--- src/rtl/des_perm_pipe.sv ---
// des_perm_pipe: elastic DES initial-permutation / inverse-permutation pipeline.
// Each transaction is permuted on entry and then moves through PIPE_STAGES valid/ready register stages.
module des_perm_pipe #(
  parameter int unsigned PIPE_STAGES = 2,
  parameter bit          OUT_SWAP    = 1'b0
) (
  input  logic        CLK,
  input  logic        RESET,
  input  logic        IN_VALID,
  output logic        IN_READY,
  input  logic [63:0] DATA_IN,
  input  logic        MODE_IN,
  input  logic [3:0]  TAG_IN,
  output logic        OUT_VALID,
  input  logic        OUT_READY,
  output logic [31:0] LEFT,
  output logic [31:0] RIGHT,
  output logic [3:0]  TAG_OUT,
  output logic [2:0]  OCCUPANCY
);

  localparam int unsigned LAST = PIPE_STAGES - 1;

  if ((PIPE_STAGES < 1) || (PIPE_STAGES > 4)) begin : g_bad_stages
    $error("des_perm_pipe: PIPE_STAGES must be in 1..4");
  end

  // DES bit n lives at vector index 64-n; table entries are generated from their row/column pattern.
  function automatic logic [63:0] ip_fwd(input logic [63:0] x);
    logic [63:0] r;
    int unsigned row;
    int unsigned col;
    int unsigned src;
    r = '0;
    for (int unsigned i = 0; i < 64; i++) begin
      row = i / 8;
      col = i % 8;
      src = (row < 4) ? (58 + 2 * row - 8 * col) : (57 + 2 * (row - 4) - 8 * col);
      r[6'(63 - i)] = x[6'(64 - src)];
    end
    return r;
  endfunction

  function automatic logic [63:0] ip_inv(input logic [63:0] x);
    logic [63:0] r;
    int unsigned row;
    int unsigned col;
    int unsigned src;
    r = '0;
    for (int unsigned i = 0; i < 64; i++) begin
      row = i / 8;
      col = i % 8;
      src = ((col % 2) == 0) ? (40 - row + 4 * col) : (8 - row + 4 * (col - 1));
      r[6'(63 - i)] = x[6'(64 - src)];
    end
    return r;
  endfunction

  logic [63:0]            perm_w;
  logic [PIPE_STAGES-1:0] valid_q;
  logic [PIPE_STAGES-1:0] ld;
  logic [63:0]            data_q [PIPE_STAGES];
  logic [3:0]             tag_q  [PIPE_STAGES];
  logic [2:0]             occ_q;
  logic [2:0]             occ_d;
  logic                   in_fire;
  logic                   out_fire;

  always_comb begin
    perm_w = MODE_IN ? ip_inv(DATA_IN) : ip_fwd(DATA_IN);
  end

  always_comb begin
    OUT_VALID = valid_q[LAST] & ~RESET;
    IN_READY  = ld[0] & ~RESET;
    in_fire   = IN_VALID & IN_READY;
    out_fire  = OUT_VALID & OUT_READY;
  end

  for (genvar k = 0; k < PIPE_STAGES; k++) begin : g_stage
    logic        up_valid;
    logic [63:0] up_data;
    logic [3:0]  up_tag;

    // Flattened form of "empty or downstream advances": a stage is blocked only when it and
    // every later stage are full with the output stalled. Avoids a comb chain through ld.
    always_comb begin
      ld[k] = ~(&valid_q[LAST:k]) | OUT_READY;
    end

    if (k == 0) begin : g_head
      always_comb begin
        up_valid = IN_VALID;
        up_data  = perm_w;
        up_tag   = TAG_IN;
      end
    end else begin : g_body
      always_comb begin
        up_valid = valid_q[k-1];
        up_data  = data_q[k-1];
        up_tag   = tag_q[k-1];
      end
    end

    always_ff @(posedge CLK) begin
      if (RESET) begin
        valid_q[k] <= 1'b0;
        data_q[k]  <= '0;
        tag_q[k]   <= '0;
      end else if (ld[k]) begin
        valid_q[k] <= up_valid;
        if (up_valid) begin
          data_q[k] <= up_data;
          tag_q[k]  <= up_tag;
        end
      end
    end
  end

  always_comb begin
    occ_d = occ_q;
    if (in_fire && !out_fire) begin
      occ_d = occ_q + 3'd1;
    end else if (!in_fire && out_fire) begin
      occ_d = occ_q - 3'd1;
    end
  end

  always_ff @(posedge CLK) begin
    if (RESET) begin
      occ_q <= '0;
    end else begin
      occ_q <= occ_d;
    end
  end

  always_comb begin
    LEFT      = OUT_SWAP ? data_q[LAST][31:0]  : data_q[LAST][63:32];
    RIGHT     = OUT_SWAP ? data_q[LAST][63:32] : data_q[LAST][31:0];
    TAG_OUT   = tag_q[LAST];
    OCCUPANCY = occ_q;
  end

endmodule

--- config.mk ---
export PLATFORM = sky130hd
export DESIGN_NAME = des_perm_pipe
export DESIGN_NICKNAME = d
export VERILOG_FILES = /design/src/rtl/des_perm_pipe.sv
export SDC_FILE = /design/constraint.sdc
export NUM_CORES = 1
export LEC_CHECK = 0
export ABC_CLOCK_PERIOD_IN_PS = 9600
export CAP_MARGIN = 10
export CORE_ASPECT_RATIO = 0.5
export CORE_MARGIN = 2
export CORE_UTILIZATION = 35
export DETAILED_ROUTE_END_ITERATION = 12
export PLACE_DENSITY_LB_ADDON = 0.2
export SYNTH_ARGS = -nofsm -noshare
export SYNTH_HDL_FRONTEND = slang
export SYNTH_SLANG_ARGS = --single-unit
--- constraint.sdc ---
create_clock -name CLK -period 9.6 [get_ports CLK]
set_input_delay 1.92 -clock CLK [delete_from_list [all_inputs] [get_ports CLK]]
set_output_delay 1.92 -clock CLK [all_outputs]
set_load 0.02 [all_outputs]
; ---- After elaboration in Yosys (flattened, before gate mapping)
; Memory sizes are Yosys's and may differ from the RTL's.
; Cells that the tools add are included.
[totals]
n_memories = 2
ff_bits = 5
inputBits = 73
out_inout_bits = 73
mem_bits_rw = 136
word_cells = 43
[classes]
bitwise = 13
n_mux = 17
add_sub_neg = 2
reduce_logical = 6
[memory_table]
columns = memory, words, word_bits, rd, rd_ports_with_merged_regs, wr, line_no
row1 = data_q, 2, 64, 2, 0, 2, 62  ; logic [63:0] data_q [PIPE_STAGES];
row2 = tag_q, 2, 4, 2, 0, 2, 63  ; logic [3:0] tag_q [PIPE_STAGES];
[op_table]
columns = cell, n
row1 = $mux W64, 3
row2 = $mux W1, 10
row3 = $mux W4, 2
row4 = $mux W3, 2
row5 = $or A1 B1 Y1, 6
row6 = $and A1 B1 Y1, 4
row7 = $add A3 B1 Y3 const B, 1
row8 = $not A1 Y1, 3
row9 = $sub A3 B1 Y3 const B, 1
row10 = $logic_and A1 B1 Y1, 2
row11 = $logic_not A1 Y1, 2
row12 = $reduce_and A2 Y1, 1
row13 = $reduce_bool A2 Y1, 1

; ---- Depth between registers and ports, before layout
; Gate-level depths: netlist (run 1).
[depth]
depth_word = 9
ltp_mapped = 11
ltp_nobuf = 9

; ---- Worst setup path after synthesis (run 1)
; No wires, ideal clock.
[synth_timing]
kind = input to register
from = input OUT_READY
to = memory data_q[1][0], enable pin
setup_time_ns = 0.508
slack_ns = 3.955
required_time_ns = 9.092
path_stages = 2
t_arrival_ns = 5.137
n_path_buf = 0
path_cell_list = nor2b_2 o21bai_1
[synth_lines]
columns = element, line_no
row1 = from (decl), 15  ; input logic OUT_READY,
row2 = to (decl), 62

; ---- Final worst setup path (run 1)
[layout_timing]
from = input RESET
to = output OUT_VALID
[layout_via]
elab_chain_len = 2
[layout_lines]
columns = element, line_no
row1 = from (decl), 8  ; input logic RESET,
row2 = $not A1 Y1, 74  ; OUT_VALID = valid_q[LAST] & ~RESET;
row3 = $and A1 B1 Y1, 74
row4 = to (decl), 14  ; output logic OUT_VALID,
; Every way passes these cells.

==> impl_summary.md, run 1 <==
Run status
The run finished with clean final reports.

Run
The tool flagged a number of max-cap violations equal to 0.

Timing
The clock period could shrink to 5.36 ns. At the pin with the least slew margin, the transition time is 1.01 ns. After layout, the worst path uses 55.9% of the clock period.

For this run, the top clock speed supported by timing is 0.186 GHz. The total setup violations reported at the end of the flow is 0. Setup repair after global routing left no endpoint under its margin. The number of hold-slack violations in the final timing report was 0. The number of max-slew violations in the final report is 0. The clock arrives with 0.0112 ns of skew. The worst pin sits at a relative slew slack of 32.9%. Adding up every negative setup slack in the final design gives 0 ns.

Finish
The repair_antennas step left the layout with diodes totalling 0. The post-route netlist has 7.52% of its cells at a drive strength greater than 1. For this run, the post-layout net count is 607. The final cell count without fillers is 772. Counting the fill cells in the layout gives 1415. The area growth from synthesis to layout is 39.3%.

Synth
The number of cells produced by synthesis is 387. The most frequently used flop master after synthesis is sky130_fd_sc_hd__edfxtp_1. In this run, distinct cell masters in the synthesized netlist total 27. Counting instances in the post-synthesis netlist gives the leading cell types as sky130_fd_sc_hd__edfxtp_1, sky130_fd_sc_hd__and2_1, sky130_fd_sc_hd__nor2_1, sky130_fd_sc_hd__mux2i_1, sky130_fd_sc_hd__buf_2. The area fraction of the dominant cell type after synthesis is 70.4%.

The post-synthesis instance area is 0.00580 mm^2. The net count of the mapped netlist is 462. The number of enable flip-flop cells after synthesis is 136. The proportion of synthesized flip-flops having asynchronous set or reset is 0%.

After synthesis, the cell types taking the most area are sky130_fd_sc_hd__edfxtp_1, sky130_fd_sc_hd__mux2i_1, sky130_fd_sc_hd__and2_1. The average instance in the mapped netlist occupies 15.0 um^2. After synthesis the netlist holds a flip-flop and latch count of 141. The cell with the most instances after synthesis is sky130_fd_sc_hd__edfxtp_1. The cell taking the most area after synthesis is sky130_fd_sc_hd__edfxtp_1. The number of warnings printed during yosys synthesis is 0. For this run, the register share of the synthesized area comes to 72.1%.

CTS
Once the clock tree was built, the resizer swapped 0 gates to a different size. The maximum buffer depth of the clock tree is 2. Hold repair after CTS inserted 0 buffers. The H-tree generated during clock tree synthesis spans 4 levels.

CTS saw 141 sinks. The total setup buffers inserted after CTS is 0. The number of buffers added by the clock tree synthesis step is 17. The cell sitting at the root of the clock tree is a sky130_fd_sc_hd__clkbuf_16. TritonCTS built the clock tree.

The clock transition at the registers of the reported paths is 0.06 ns. For the worst-skew pair, the clock arrives at the later sink with an insertion delay of 0.41 ns.

Setup path
The maximum fanout along the worst path is 11. The startpoint identified for the worst register-to-register timing path is valid_q[1]$_SDFFE_PP0N_. The cell with the biggest individual delay on the critical path is sky130_fd_sc_hd__clkdlybuf4s50_1. The start-to-end type of the worst setup path is in2out. The origin of the worst setup path is RESET. The cell seen most often among critical-path stages is sky130_fd_sc_hd__clkdlybuf4s50_1. The type of element capturing the critical path is an output pin. For this run, the slowest stage of the critical path takes 0.64 ns. STA puts the critical path data arrival time at 3.44 ns. The type of element launching the critical path is an input port. The required time at the worst-slack endpoint is 7.68 ns. Traced cell by cell, the critical path runs through clkdlybuf4s50_1 > nor2b_1 > clkdlybuf4s50_1.

Placement
Routability-driven placement finished with a final weighted congestion of 0.688. Once detailed placement completed, the half-perimeter wirelength came to 6980 um. The number of cells after detailed placement is 740. During placement, the flow inserted port buffers numbering 145.

Power
For this design the ratio of total power to cell area is 198 mW/mm^2. The switching power share of the total is 22.3%. The relative contribution of combinational cells to total power is 10.2%. The part of the power in the clock network is 44.0%. The analysis attributes to cell leakage a power of 3.18 nW. The power spent charging and discharging nets is 0.000356 W. The cell internal power dissipation is 0.00124 W. The overall power consumption is 0.00160 W.

The share of power burned in registers is 45.8%. Across the VDD grid, the largest voltage drop is 127 uV.

Global route
Global routing finished with a remaining overflow of 0. The largest net degree at the start of global routing is 69. The number of antenna violations at the first check in global routing is 0. The number of global-route vias before repair was 3412. For this run, the total global-route usage over all layers was measured as 13.4%. The global-route wire length before repair is 17500 um.

Floorplanning
The die span in x is 186 um. 146 I/O pins were placed. The initialized floorplan defines 33 standard-cell rows.

The core region is 0.0163 mm^2. For this configuration, the core starts out at a cell density of 35.6%. The floorplan step set the die height to 95.1 um. The area of the die is 0.0177 mm^2.

Routing
The first detailed-routing pass ran for 4 iterations. The average wire per standard cell is 14.6 um. The routed layout has 3354 vias.

The number of vias per cell is 4.34. After the first detailed-routing iteration, the DRC count stood at 132. For this block, the routed nets add up to 11300 um of wire.

After detailed routing, the number of remaining DRC violations is 0. The post-route antenna net violation count is 0.

Min path
The path class of the tightest hold or removal check is reg2reg. The startpoint identified for the worst hold timing path is data_q[0][8]$_SDFFCE_PN0P_.
==> placed cells by master (no fill, tap or decap), types with 2 or more instances in the layout <==
cell type / count
sky130_fd_sc_hd__clkdlybuf4s50_1: 144
sky130_fd_sc_hd__clkbuf_16: 17
sky130_fd_sc_hd__buf_4: 4
sky130_fd_sc_hd__xor2_1: 2
sky130_fd_sc_hd__bufinv_16: 4
sky130_fd_sc_hd__nor2_1: 67
sky130_fd_sc_hd__edfxtp_1: 136
sky130_fd_sc_hd__inv_1: 2
sky130_fd_sc_hd__clkinvlp_4: 2
sky130_fd_sc_hd__mux2i_1: 61
sky130_fd_sc_hd__clkinv_4: 3
sky130_fd_sc_hd__nor2b_1: 2
sky130_fd_sc_hd__inv_6: 5
sky130_fd_sc_hd__and3_1: 8
sky130_fd_sc_hd__dfxtp_1: 5
sky130_fd_sc_hd__and2_1: 68
==> critical path: cells and delay by family <==
family,cells,cell delay (ns)
buffers and inverters,2,1.27
and+or+nand+nor,1,0.25
==> flip-flops by register name, summed over array words and instances (netlist names) <==
signal / flops
OCCUPANCY: 3
data_q: 128
g_stage.up_valid: 1
tag_q: 8
valid_q: 1
==> final cells by class <==
type | count | area [um^2] | area share (%)
Tap cell | 227 | 284 | 3.51
Clock buffer | 17 | 425 | 5.26
Clock inverter | 15 | 209 | 2.58
Timing Repair Buffer | 148 | 1470 | 18.2
Multi-Input combinational cell | 221 | 1500 | 18.6
Sequential cell | 141 | 4180 | 51.7
Inverter | 3 | 11.3 | 0.139
==> stage by stage <==
stage / setup slack (ns) / hold slack (ns) / utilization [%] / cell area, um^2
after floorplan: 3.96 / 0.495 / - / 5800
after global placement: 4.24 / 0.489 / 45.7 / 7450
after detailed placement: 4.25 / 0.503 / 45.7 / 7450
after CTS: 4.23 / 0.509 / 49.6 / 8090
after global routing: 4.14 / 0.520 / 49.6 / 8090
final: 4.24 / 0.509 / 49.6 / 8090
==> power by group through the flow <==
stage / Clock (W) / Combinational (W) / Sequential [W]
after floorplan: 0 / 0.0000552 / 0.000770
after global placement: 0 / 0.000165 / 0.000745
after detailed placement: 0 / 0.000166 / 0.000745
after CTS: 0.000721 / 0.000166 / 0.000733
after global routing: 0.000743 / 0.000177 / 0.000736
final: 0.000702 / 0.000163 / 0.000732
==> path summary, 6_finish.rpt <==
path / end / slack, ns / cells past startpoint
worst max-delay path: OUT_VALID / 4.24 / 3
worst min register to register: data_q[1][8]$_SDFFCE_PN0P_ / 0.51 / 1
worst min-delay path: data_q[1][8]$_SDFFCE_PN0P_ / 0.51 / 1
worst max register to register: OCCUPANCY[2]$_SDFFE_PP0P_ / 7.47 / 9
==> logic make-up after synthesis <==
group	count (synthesis)	share of synthesized area, %
AO/OA/AOI/OAI	4	0.431
adder cells (fa/ha/maj)	2	0.561
AND/OR/NAND/NOR	152	13.7
multiplexers	61	10.5
flip-flops	141	72.1
XOR/XNOR	2	0.302
buffers and inverters	25	2.35
==> per-layer routing <==
metal	global-route usage, %	vias up	wire length (um)
met2	22.9	63	5680
met5	0	-	0
met4	4.92	0	108
met1	16.4	1620	5040
met3	3.55	7	424
li1	-	1664	-
(Power assumes the default switching activity.)
==> run 2, diff against run 1 <==
ABC_CLOCK_PERIOD_IN_PS = 4500   (was 9600)
clock period = 4.5 ns   (was 9.6 ns; I/O delays follow)
==> impl_summary.md, run 2 (synthesis results as in run 1) <==
Global route
The overall global routing resource usage is 13.4% (+0.045 points). The total grt overflow was 0 (unchanged). The number of global-route vias before repair came to 3446 (+1.0%).

The largest net degree at the start of global routing is 69 (unchanged). The number of antenna violations at the first check in global routing is 0 (unchanged). The global-route wire length before repair is 17700 um (+1.4%).

Finish
The area taken by flip-flops and latches was 0.00418 mm^2 (unchanged). The multi-input gate area in the final layout was 0.00150 mm^2 (unchanged). The most frequent standard cell in the layout excluding fill and tap cells is sky130_fd_sc_hd__clkdlybuf4s50_1. The top register by number of flip-flops is data_q. The diode insertion count for antenna repair is 0 (unchanged). In the layout the commonest cells are sky130_fd_sc_hd__clkdlybuf4s50_1, sky130_fd_sc_hd__edfxtp_1, sky130_fd_sc_hd__and2_1. The signed area change from the synthesized netlist to the final layout is 38.3%.

The fill cell total of the finished layout is 1398 (-1.2%). The flip-flop count of the largest register after layout was 128 (unchanged). The ratio of cells with drive above 1 in the final layout is 7.52% (unchanged). The layout net count is 607 (unchanged). The core utilization of the finished layout came to 49.2% (-0.38 points).

Setup path
The type of element launching the critical path is an input port. The required time at the worst-slack endpoint was 3.60 ns (-4.08 ns). In this run the critical register-to-register path is launched from g_stage[1].up_valid$_SDFFE_PP0N_. The minimum setup slack among reg-to-reg paths is 2.39 ns (-5.08 ns). The maximum fanout along the worst path was 11 (unchanged). The data arrival time of the critical path is 2.45 ns (-0.99 ns). In this run the critical register-to-register path is captured at OCCUPANCY[2]$_SDFFE_PP0P_. The type of element capturing the critical path is an output pin.

The start-to-end type of the worst setup path is in2out. The count of cells along the worst register-to-register path came to 9 (unchanged). The critical path starts at RESET.

Routing
The total number of vias is 3367 (+0.39%). The average wire per standard cell came to 14.8 um (+1.8%). The number of vias per cell is 4.36 (+0.39%).

The number of iterations in the first detailed-routing pass came to 5 (+1). The initial detailed-routing violation count is 178 (+35%). The residual DRC count is 0 (unchanged). The post-route antenna net violation count is 0 (unchanged).

The routed wire length came to 11500 um (+1.8%).

CTS
The count of instances resized after the clock tree is built is 0 (unchanged). The CTS H-tree depth is 4 (unchanged). The clock tree from TritonCTS is yes. In this run the clock root is driven by a sky130_fd_sc_hd__clkbuf_16.

The number of buffers added to fix hold violations after cts is 0 (unchanged). The clock transition at the registers of the reported paths is 0.06 ns (about the same). The number of sinks handled by clock tree synthesis is 141 (unchanged). The maximum buffer depth of the clock tree is 2 (unchanged). The number of buffers added by the clock tree synthesis step is 17 (unchanged). The clock latency on the worst-skew pair is 0.40 ns (about the same). The total setup buffers inserted after CTS was 0 (unchanged).

Run status
The run finished with clean final reports.

Min path
In this run the most critical hold path is launched from data_q[0][8]$_SDFFCE_PN0P_. The number of instances on the worst hold path is 1 (unchanged). For hold timing, the worst endpoint is data_q[1][8]$_SDFFCE_PN0P_. In this run the worst hold path is classified as reg2reg.

Timing
The setup skew after layout is 0.0153 ns (+0.00409 ns). The clock period minus worst slack is 3.35 ns. The headroom to the max-slew limit is 34.7% (+1.8 points). Setup repair after global routing left no endpoint under its margin. The number of max-slew violations in the final report was 0 (unchanged). The worst hold-check slack is 0.513 ns (+0.00473 ns). The final critical path takes up 74.4% of the cycle.

The total setup violations reported at the end of the flow is 0 (unchanged). The actual slew at the worst max-slew pin was 0.980 ns (-0.0267 ns). The number of hold-slack violations in the final timing report is 0 (unchanged). The setup TNS is 0 ns (unchanged). Static timing analysis puts the maximum clock frequency at 0.299 GHz.

Floorplanning
The area of the die came to 0.0177 mm^2 (unchanged). The die span in x was 186 um (unchanged). The initial cell density of the core is 35.6% (unchanged). The number of primary I/O pins was 146 (unchanged). The area of the core is 0.0163 mm^2 (unchanged). The floorplan die height is 95.1 um (unchanged).

The count of standard-cell rows came to 33 (unchanged).

Run
The number of max-cap violations came to 0 (unchanged).

Power
The total power per unit cell area was 407 mW/mm^2 (+110%). The overall power consumption is 0.00326 W (+100%). The static leakage is 3.14 nW (-1.1%).

The worst supply voltage drop on vdd came to 242 uV (+90%).

Placement
The weighted congestion reported at the end of routability-driven placement is 0.716 (+4.0%). The number of port buffers is 145 (unchanged). The placed wire-length estimate is 6980 um (about the same).
[run 2: cell types whose count changed in the layout (fill, tap and decap cells not counted)]
| cell | before | now |
|---|---|---|
| sky130_fd_sc_hd__bufinv_16 | 4 | 2 |
| sky130_fd_sc_hd__clkinv_1 | 1 | 0 |
| sky130_fd_sc_hd__clkinvlp_4 | 2 | 5 |
| sky130_fd_sc_hd__clkinv_4 | 3 | 1 |
| sky130_fd_sc_hd__clkbuf_1 | 0 | 1 |
| sky130_fd_sc_hd__clkinv_2 | 0 | 4 |
| sky130_fd_sc_hd__inv_6 | 5 | 2 |
[run 2: routing by layer]
layer,GRT usage (%),share of wire (%),vias up
li1,-,-,1662
met1,16.9,45,1635
met2,23.3,51,65
met3,2.83,3.2,5
met4,4.53,0.57,0
met5,0,0,-
[run 2: how the worst max path moves through the flow]
stage	endpoint	slack, ns	cells after the start
3_3_place_gp	OCCUPANCY[2]$_SDFFE_PP0P_	1.08	10
2_1_floorplan	data_q[1][0]$_SDFFCE_PN0P_	1.33	2
4_1_cts	OUT_VALID	1.15	3
6_report	OUT_VALID	1.15	3
3_5_place_dp	OCCUPANCY[2]$_SDFFE_PP0P_	0.94	10
5_1_grt	OUT_VALID	1.10	3
[run 2: layout make-up]
type	count	area share, %
multi-input cells	221	18.7
repair buffers	148	18.3
clock inverters	14	1.79
flip-flops and latches	141	52.1
well taps	227	3.54
inverters	3	0.140
clock buffers	18	5.35
[run 2: worst max-delay path: stages]
cell and delay, ns:
sky130_fd_sc_hd__clkdlybuf4s50_1 0.66, sky130_fd_sc_hd__nor2b_1 0.25, sky130_fd_sc_hd__clkdlybuf4s50_1 0.63
[run 2: per-stage QoR]
step           area, um^2  worst slack (ns)  std cells
5_1_grt              8030              1.10        772
3_3_place_gp         7450              1.08        740
4_1_cts              8030              1.15        772
2_1_floorplan        5810              1.33        387
6_report             8030              1.15        772
3_5_place_dp         7450             0.937        740
[run 2: where the power goes]
part | switching (W) | internal, W | leakage [nW]
clock | 0.000536 | 0.000816 | 0.268
combinational | 0.000176 | 0.000172 | 1.36
sequential | 0.0000242 | 0.00154 | 1.51
==> run 3, diff against run 2 <==
ABC_CLOCK_PERIOD_IN_PS = 3080   (was 4500)
clock period = 3.08 ns   (was 4.5 ns; I/O delays follow)
==> impl_summary.md, run 3 (synthesis results as in run 1) <==
Run status
The flow ran to the end, and the final reports show no timing, DRC or antenna violations.

Global route
The largest net degree at the start of global routing is 69 (unchanged). The number of antenna violations at the first check in global routing came to 0 (unchanged). The met2 track demand over resource is 23.7% (+0.43 points). The overall global routing resource usage is 13.5% (+0.14 points). The total grt overflow was 0 (unchanged).

The met3 layer usage reported by global route is 3.36% (+0.53 points). The met1 demand-to-capacity share in global routing is 16.7% (-0.13 points). The global-route wire length before repair came to 17700 um (-0.20%).

The number of global-route vias before repair came to 3385 (-1.8%). The global routing stage identified its most utilized layer as met2.

Floorplanning
The area of the core is 0.0163 mm^2 (unchanged). The floorplan die height came to 95.1 um (unchanged). The count of standard-cell rows came to 33 (unchanged). The initial cell density of the core is 35.6% (unchanged). The die span in x is 186 um (unchanged). The area of the die is 0.0177 mm^2 (unchanged). The number of primary I/O pins was 146 (unchanged).

Setup path
The type of element launching the critical path is an input port. The endpoint identified for the worst register-to-register timing path is OCCUPANCY[2]$_SDFFE_PP0P_. The required time at the worst-slack endpoint came to 2.46 ns (-1.14 ns). The cell that appears most often on the critical path is sky130_fd_sc_hd__clkdlybuf4s50_1. The data arrival time of the critical path was 2.06 ns (-0.39 ns). The maximum fanout along the worst path came to 4 (-7). The stage delay of the slowest cell on the critical path is 0.61 ns (-0.05 ns). The count of cells along the worst register-to-register path is 9 (unchanged). The critical path goes through clkdlybuf4s50_1 > and3b_1 > nor2_1 > clkdlybuf4s50_1.

The start-to-end type of the worst setup path is in2out. The type of element capturing the critical path is an output pin. The cell with the biggest individual delay on the critical path is sky130_fd_sc_hd__clkdlybuf4s50_1. In this run the critical register-to-register path is launched from g_stage[1].up_valid$_SDFFE_PP0N_. The minimum setup slack among reg-to-reg paths is 1.23 ns (-1.16 ns).

CTS
The clock transition at the registers of the reported paths is 0.06 ns (about the same). The number of buffers added by the clock tree synthesis step came to 17 (unchanged). The maximum buffer depth of the clock tree is 2 (unchanged). The CTS H-tree depth is 4 (unchanged). The number of buffers added to fix hold violations after cts came to 0 (unchanged).

The root cell of the clock tree is sky130_fd_sc_hd__clkbuf_16. The clock latency on the worst-skew pair came to 0.40 ns (about the same). The number of sinks handled by clock tree synthesis is 141 (unchanged).

The clock tree from TritonCTS is yes. The total setup buffers inserted after CTS is 0 (unchanged). The count of instances resized after the clock tree is built is 0 (unchanged).

Routing
The initial detailed-routing violation count was 143 (-20%). The average wire per standard cell is 14.7 um (-0.83%). The number of iterations in the first detailed-routing pass was 4 (-1). The total number of vias is 3408 (+1.2%). The post-route antenna net violation count is 0 (unchanged). The routed wire length is 11500 um (+0.45%). The residual DRC count is 0 (unchanged). The number of vias per cell is 4.36 (about the same).

Timing
The setup skew after layout is 0.0123 ns (-0.00301 ns). The headroom to the max-slew limit was 54.9% (+20 points). The setup TNS is 0 ns (unchanged). The number of max-slew violations in the final report was 0 (unchanged). The clock period minus worst slack is 2.68 ns. Setup repair after global routing left no endpoint under its margin.

The total setup violations reported at the end of the flow was 0 (unchanged). The number of hold-slack violations in the final timing report came to 0 (unchanged). The worst hold-check slack is 0.512 ns (-0.000993 ns). The final clock period utilization by the worst path is 87.0%.

The highest attainable clock frequency is 0.373 GHz. The actual slew at the worst max-slew pin is 0.675 ns (-0.305 ns).

Finish
The layout net count came to 617 (+1.6%). In the layout the commonest cells are sky130_fd_sc_hd__clkdlybuf4s50_1, sky130_fd_sc_hd__edfxtp_1, sky130_fd_sc_hd__and2_1. Relative to the synthesized area, the layout overhead comes to 40.9%.

The final cell count without fillers is 782 (+1.3%). The top register by number of flip-flops is data_q. The most frequent standard cell in the layout excluding fill and tap cells is sky130_fd_sc_hd__clkdlybuf4s50_1. The diode insertion count for antenna repair is 0 (unchanged).

The flip-flop count of the largest register after layout is 128 (unchanged). The ratio of cells with drive above 1 in the final layout is 9.19% (+1.7 points).

Placement
The number of port buffers is 145 (unchanged). The number of cells after detailed placement is 750 (+1.4%). The placed wire-length estimate is 7540 um (+8.0%). The weighted congestion reported at the end of routability-driven placement is 0.706 (-1.3%).

Min path
The end point of the most critical hold path is data_q[1][9]$_SDFFCE_PN0P_. The startpoint identified for the worst hold timing path is data_q[0][9]$_SDFFCE_PN0P_. The number of instances on the worst hold path was 1 (unchanged).

The class of the worst hold path is reg2reg.

Power
The total power per unit cell area is 601 mW/mm^2 (+48%). The worst supply voltage drop on vdd is 384 uV (+58%). The static leakage is 3.23 nW (+2.7%).

Run
The number of max-cap violations is 0 (unchanged).
run 3: cell count changes in the layout (fill, tap and decap cells not counted), moves of 2 or more:
cell / delta
sky130_fd_sc_hd__inv_6: +2
sky130_fd_sc_hd__buf_12: +3
sky130_fd_sc_hd__clkinv_2: -3
sky130_fd_sc_hd__clkinvlp_4: -2
sky130_fd_sc_hd__buf_4: +7
run 3: how the worst max path moves through the flow:
stage / from / end / slack, ns / depth (start not counted)
detailed placement: IN_VALID / OCCUPANCY[2]$_SDFFE_PP0P_ / 0.31 / 10
global route: OUT_READY / IN_READY / 0.33 / 4
finish: OUT_READY / IN_READY / 0.40 / 4
floorplan: OUT_READY / data_q[1][0]$_SDFFCE_PN0P_ / 0.19 / 2
CTS: OUT_READY / IN_READY / 0.39 / 4
global placement: IN_VALID / OCCUPANCY[2]$_SDFFE_PP0P_ / 0.35 / 10
run 3: worst max-delay path, delay by kind of cell:
family | cells | cell delay [ns]
and+or+nand+nor | 2 | 0.30
buffers and inverters | 2 | 1.14
run 3: stage by stage:
step | setup WS [ns] | area [um^2] | power, W | utilization [%]
after floorplan | 0.194 | 5810 | 0.00257 | -
after global placement | 0.347 | 7560 | 0.00285 | 46.4
after detailed placement | 0.312 | 7560 | 0.00286 | 46.4
after CTS | 0.391 | 8180 | 0.00497 | 50.1
after global routing | 0.331 | 8180 | 0.00509 | 50.1
final | 0.400 | 8180 | 0.00491 | 50.1
run 3: metal layers:
metal	part of all wire, %	vias to the layer above
met2	50	62
li1	-	1679
met3	3.7	7
met1	45	1660
met5	0	-
met4	0.64	0
run 3: report_power, final:
part | internal [W] | switching, W | leakage (nW)
sequential | 0.00224 | 0.0000351 | 1.51
combinational | 0.000264 | 0.000262 | 1.42
clock | 0.00129 | 0.000821 | 0.290
run 3: layout make-up:
type,count,area (um^2)
fillers,1406,8130
flip-flops and latches,141,4180
repair buffers,158,1580
multi-input cells,221,1500
clock buffers,17,425
well taps,227,284
clock inverters,15,185
inverters,3,11.3
